==> src/rtl/ysyx22041405_lsu_ctrl.sv <==
// ysyx22041405_lsu_ctrl: load/store sequencer from the MEM stage onto a 64-bit req/gnt/rvalid data bus
module ysyx22041405_lsu_ctrl #(
    parameter int WIDTH = 32,
    parameter int BUS_W = 64
) (
    input  logic               clk,
    input  logic               rst,
    input  logic               ex_valid,
    output logic               ex_ready,
    input  logic [WIDTH-1:0]   ex_addr,
    input  logic [WIDTH-1:0]   ex_wdata,
    input  logic               ex_re,
    input  logic               ex_we,
    input  logic [1:0]         ex_size,
    input  logic               ex_unsigned,
    output logic               rsp_valid,
    output logic [WIDTH-1:0]   rsp_rdata,
    output logic               rsp_err,
    output logic               stall,
    output logic               mem_req,
    input  logic               mem_gnt,
    output logic               mem_we,
    output logic [WIDTH-1:0]   mem_addr,
    output logic [BUS_W-1:0]   mem_wdata,
    output logic [7:0]         mem_wmask,
    input  logic               mem_rvalid,
    input  logic [BUS_W-1:0]   mem_rdata,
    input  logic               mem_err
);
    localparam logic [1:0] IDLE = 2'd0, ISSUE = 2'd1, WAIT = 2'd2, DONE = 2'd3;

    logic [1:0]       state_q, state_d;
    logic [WIDTH-1:0] addr_q, addr_d, rdata_q, rdata_d;
    logic [2:0]       off_q, off_d;
    logic [1:0]       size_q, size_d;
    logic             uns_q, uns_d, we_q, we_d, err_q, err_d;
    logic [BUS_W-1:0] wdata_q, wdata_d;
    logic [7:0]       mask_q, mask_d;
    logic             bad, nop;
    logic [7:0]       base;
    logic [WIDTH-1:0] sh, ld;

    assign bad  = (ex_size == 2'b11) | (ex_re & ex_we) | (ex_size == 2'b01 & ex_addr[0]) |
                  (ex_size == 2'b10 & ex_addr[1:0] != 2'b00);
    assign nop  = ~ex_re & ~ex_we;
    assign base = ex_size == 2'b00 ? 8'h01 : ex_size == 2'b01 ? 8'h03 : 8'h0F;
    // lane extraction: shift the addressed bytes down to bit 0, then extend by size
    assign sh   = WIDTH'(mem_rdata >> {off_q, 3'b000});
    assign ld   = size_q == 2'b00 ? {{(WIDTH-8){~uns_q & sh[7]}}, sh[7:0]} :
                  size_q == 2'b01 ? {{(WIDTH-16){~uns_q & sh[15]}}, sh[15:0]} : sh;

    always_comb begin
        state_d = state_q;
        addr_d  = addr_q;
        rdata_d = rdata_q;
        off_d   = off_q;
        size_d  = size_q;
        uns_d   = uns_q;
        we_d    = we_q;
        err_d   = err_q;
        wdata_d = wdata_q;
        mask_d  = mask_q;
        if (state_q == IDLE && ex_valid) begin
            addr_d  = {ex_addr[WIDTH-1:3], 3'b000};
            off_d   = ex_addr[2:0];
            size_d  = ex_size;
            uns_d   = ex_unsigned;
            we_d    = ex_we;
            mask_d  = base << ex_addr[2:0];
            wdata_d = ~ex_we ? '0 : ex_size == 2'b00 ? {(BUS_W/8){ex_wdata[7:0]}} :
                      ex_size == 2'b01 ? {(BUS_W/16){ex_wdata[15:0]}} : {(BUS_W/WIDTH){ex_wdata}};
            err_d   = bad;
            rdata_d = '0;
            state_d = (bad | nop) ? DONE : ISSUE;
        end else if (state_q == ISSUE) begin
            state_d = mem_gnt ? WAIT : ISSUE;
        end else if (state_q == WAIT && mem_rvalid) begin
            err_d   = mem_err;
            rdata_d = (we_q | mem_err) ? '0 : ld;
            state_d = DONE;
        end else if (state_q == DONE) begin
            state_d = IDLE;
        end
    end

    always_ff @(posedge clk) begin
        if (rst) begin
            state_q <= IDLE;
            addr_q  <= '0;
            rdata_q <= '0;
            off_q   <= '0;
            size_q  <= '0;
            uns_q   <= 1'b0;
            we_q    <= 1'b0;
            err_q   <= 1'b0;
            wdata_q <= '0;
            mask_q  <= '0;
        end else begin
            state_q <= state_d;
            addr_q  <= addr_d;
            rdata_q <= rdata_d;
            off_q   <= off_d;
            size_q  <= size_d;
            uns_q   <= uns_d;
            we_q    <= we_d;
            err_q   <= err_d;
            wdata_q <= wdata_d;
            mask_q  <= mask_d;
        end
    end

    assign ex_ready  = (state_q == IDLE) & ~rst;
    assign stall     = (ex_valid & state_q == IDLE) | state_q == ISSUE | state_q == WAIT;
    assign mem_req   = state_q == ISSUE;
    assign mem_we    = mem_req & we_q;
    assign mem_addr  = mem_req ? addr_q : '0;
    assign mem_wdata = mem_req ? wdata_q : '0;
    assign mem_wmask = mem_we ? mask_q : 8'h00;
    assign rsp_valid = state_q == DONE;
    assign rsp_err   = rsp_valid & err_q;
    assign rsp_rdata = rsp_valid ? rdata_q : '0;
endmodule
==> config.mk <==
export PLATFORM = sky130hd
export DESIGN_NAME = ysyx22041405_lsu_ctrl
export DESIGN_NICKNAME = d
export VERILOG_FILES = /design/src/rtl/ysyx22041405_lsu_ctrl.sv
export SDC_FILE = /design/constraint.sdc
export NUM_CORES = 1
export LEC_CHECK = 0
export CELL_PAD_IN_SITES_DETAIL_PLACEMENT = 1
export CELL_PAD_IN_SITES_GLOBAL_PLACEMENT = 2
export CORE_ASPECT_RATIO = 2
export CORE_MARGIN = 4
export CORE_UTILIZATION = 24
export DETAILED_ROUTE_END_ITERATION = 10
export PLACE_DENSITY_LB_ADDON = 0.1
export SLEW_MARGIN = 10
export SYNTH_ARGS = -nofsm -noshare
export SYNTH_HDL_FRONTEND = slang
export SYNTH_SLANG_ARGS = --single-unit
==> constraint.sdc <==
create_clock -name clk -period 2.4 [get_ports clk]
set_input_delay 0.48 -clock clk [delete_from_list [all_inputs] [get_ports clk]]
set_output_delay 0.48 -clock clk [all_outputs]
set_load 0.03 [all_outputs]
==> run summary <==
Run status - complete, no violations
Worst Path Class, Setup - input pin to flop
Share of the synthesized area in the top cell type - 0.318
Cell row count - 88
RSZ-0062 raised after global routing - no
Post-synth design cell area - 6990 um2
Wire length per cell after detailed routing - 21.3 um
Static leakage - 4.24 nW
Number of warnings issued by yosys - 0
Instance count after placement with tap cells included - 1457
Maximum vdd ir drop - 301 uV
Inserted Clock Buffers - 9
Total number of clock tree sinks - 111
Area added between synthesis and finish - 50.0%
Reg2Reg Setup Slack - 270 ps
Fraction of registers with async set or reset after synthesis - 0
Worst setup path startpoint - mem_rdata[63]
Most common cell in the netlist - sky130_fd_sc_hd__nand2_1
Top FF cell, synth - sky130_fd_sc_hd__dfxtp_1
Largest net degree at the start of global routing - 68
DRC errors left - 0
Number of nets in the layout - 1247
Cell Pwr Density - 492 nW/um2
Hpwl dp - 25500 um
Worst endpoint data arrival time - 2590 ps
Main area contributors after synthesis - sky130_fd_sc_hd__dfxtp_1 32%, sky130_fd_sc_hd__mux2i_1 12%, sky130_fd_sc_hd__nand2_1 8.0%
Worst Path Required - 2700 ps
Number of buffers inserted to repair setup after CTS - 0
Cell area reported after detailed placement - 10200 um2
Deepest clock path buffer count - 2
Initial antenna violation count - 1
Overall routed net length - 31500 um
Register Area - 2230 um2
Maximum clock frequency - 438 MHz
Total iterations of the first detailed-routing run - 4
Share of post-route cells with drive strength above 1 - 0.224
Synthesized area per cell - 7.95 um2
Total overflow reported by the global router - 0
Hold wc startpoint - wdata_q[60]$_SDFFE_PP0P_
Max-cap check violation count - 0
Routed vias/inst - 4.82
Area of the die - 32100 um2
Die Y-Extent - 249 um
Post-synth top cells - 148 x sky130_fd_sc_hd__nand2_1, 111 x sky130_fd_sc_hd__dfxtp_1, 97 x sky130_fd_sc_hd__a21oi_1, 81 x sky130_fd_sc_hd__mux2i_1, 66 x sky130_fd_sc_hd__and2_1
Setup WS pre-CTS - -229 ps
Skew final - 8.64 ps
Total of fill cells in the finished design - 3373
Via count - 7111
Remaining antenna violation count after routing - 0
Combined global-route utilization of all metal layers - 0.192
Count of pins over their slew limit - 0
Reg2Reg Capture Point - rdata_q[20]$_SDFFE_PP0P_
Area of combinational cells with multiple inputs - 4190 um2
Critical path endpoint - rdata_q[24]$_SDFFE_PP0P_
Die Wd - 129 um
Tightest Pin Transition - 561 ps
Latest clock arrival within the worst-skew pair - 360 ps
Final instance count without filler cells - 1474
Type of origin of the critical path - input pin
Largest area contributor in the synthesized netlist - sky130_fd_sc_hd__dfxtp_1
Final period utilization - 0.952
TritonCTS clock tree - done
Reg2reg path depth - 6
First-pass GRT wire length - 46600 um
DR iter-0 viols - 201
Post-Layout Inst Area - 10500 um2
Area of the placeable core - 28700 um2
Sum of negative setup slack - 0 ps
Least setup slack across all paths after layout - 115 ps
Number of enable-type register cells in the synthesized netlist - 0
Worst slew margin relative to its limit - 0.626
Quantity of gates resized following cts - 0
Time the final worst path needs with I/O delays and setup - 2290 ps
Distinct cells, synth - 47
Sequential share of the synthesized area - 0.318
Final setup viols - 0
Maximum fanout along the worst path - 8
Routability congestion estimate - 0.789
Number of buffers added on ports - 277
Post-synthesis sequential element count - 111
Buffer type at the clock tree root - sky130_fd_sc_hd__clkbuf_16
Count of final hold-check violations - 0
Clock transition at path regs - 70 ps
Post-Syn Instances - 879
Beginning of the worst register-to-register path - off_q[2]$_SDFFE_PP0P_
Starting density of the core - 0.243
Maximum level of the CTS H-tree - 3
I/O pin count - 281
Post-CTS Hold Buffers - 0
Number of global-route vias before repair - 7532
HP Class - flop to flop
Sort of element at the end of the critical path - flop
flip-flops by register name, summed over array words and instances, names as in the netlist:
signal,flops
rdata_q,32
wdata_q,32
addr_q,29
mask_q,8
off_q,3
size_q,2
state_q,2
err_q,1
uns_q,1
we_q,1
per-stage QoR:
step	utilization	hold WS, ps	total power, mW
6_report	0.365	444	5.15
5_1_grt	0.365	465	5.47
4_1_cts	0.365	449	5.29
3_5_place_dp	0.355	437	3.75
3_3_place_gp	0.355	430	3.75
2_1_floorplan	-	417	2.95
cell type report:
class / instances / share of cell area
Antenna cell: 1 / 0.000239
Clock buffer: 10 / 0.0228
Clock inverter: 6 / 0.00418
Inverter: 3 / 0.00107
Multi-Input combinational cell: 653 / 0.400
Sequential cell: 111 / 0.213
Tap cell: 360 / 0.0430
Timing Repair Buffer: 330 / 0.317
cells by family (layout without fill, tap and decap cells):
| group | after synthesis | in the layout | synth area share |
|---|---|---|---|
| AND/OR/NAND/NOR | 350 | 350 | 0.244 |
| AO/OA/AOI/OAI | 195 | 195 | 0.174 |
| buffers and inverters | 117 | 349 | 0.0854 |
| flip-flops | 111 | 111 | 0.318 |
| multiplexers | 103 | 103 | 0.176 |
| XOR/XNOR | 2 | 2 | 0.00251 |
| other | 1 | 4 | 0.000537 |
placed cells by master, fill, tap and decap left out, drive strengths merged, types with 10 or more instances in the layout:
master         instances
and2                  66
nor2                  44
clkdlybuf4s50        137
o22ai                 14
clkbuf                10
a21oi                 97
mux2i                 81
dfxtp                111
a22o                  16
nor2b                 10
buf                  193
nand2                148
and3                  42
nand2b                18
a211oi                16
mux4                  15
o21ai                 33
critical path, cell delays in order:
cell and delay (ps):
sky130_fd_sc_hd__clkdlybuf4s50_1 520, sky130_fd_sc_hd__mux2i_1 120, sky130_fd_sc_hd__mux4_2 530, sky130_fd_sc_hd__o31a_1 320, sky130_fd_sc_hd__buf_4 160, sky130_fd_sc_hd__a31oi_4 260, sky130_fd_sc_hd__a22o_1 190
routing by layer:
layer,GRT usage,share of wire,up-vias
met2,0.392,0.59,209
met5,0,0,-
li1,-,-,3451
met3,0.0296,0.045,46
met4,0.0865,0.041,0
met1,0.177,0.32,3405
power breakdown:
group	internal [mW]	switching [mW]
registers	1.95	0.0795
clock network	0.740	0.736
logic	0.733	0.910
total	3.43	1.73
worst min path at each step:
stage,to,cells past startpoint
2_1_floorplan,wdata_q[40]$_SDFFE_PP0P_,2
3_3_place_gp,wdata_q[45]$_SDFFE_PP0P_,2
3_5_place_dp,wdata_q[47]$_SDFFE_PP0P_,2
4_1_cts,wdata_q[54]$_SDFFE_PP0P_,2
5_1_grt,wdata_q[31]$_SDFFE_PP0P_,2
6_report,wdata_q[60]$_SDFFE_PP0P_,2
Note: power is estimated with default switching activity, not from simulation.
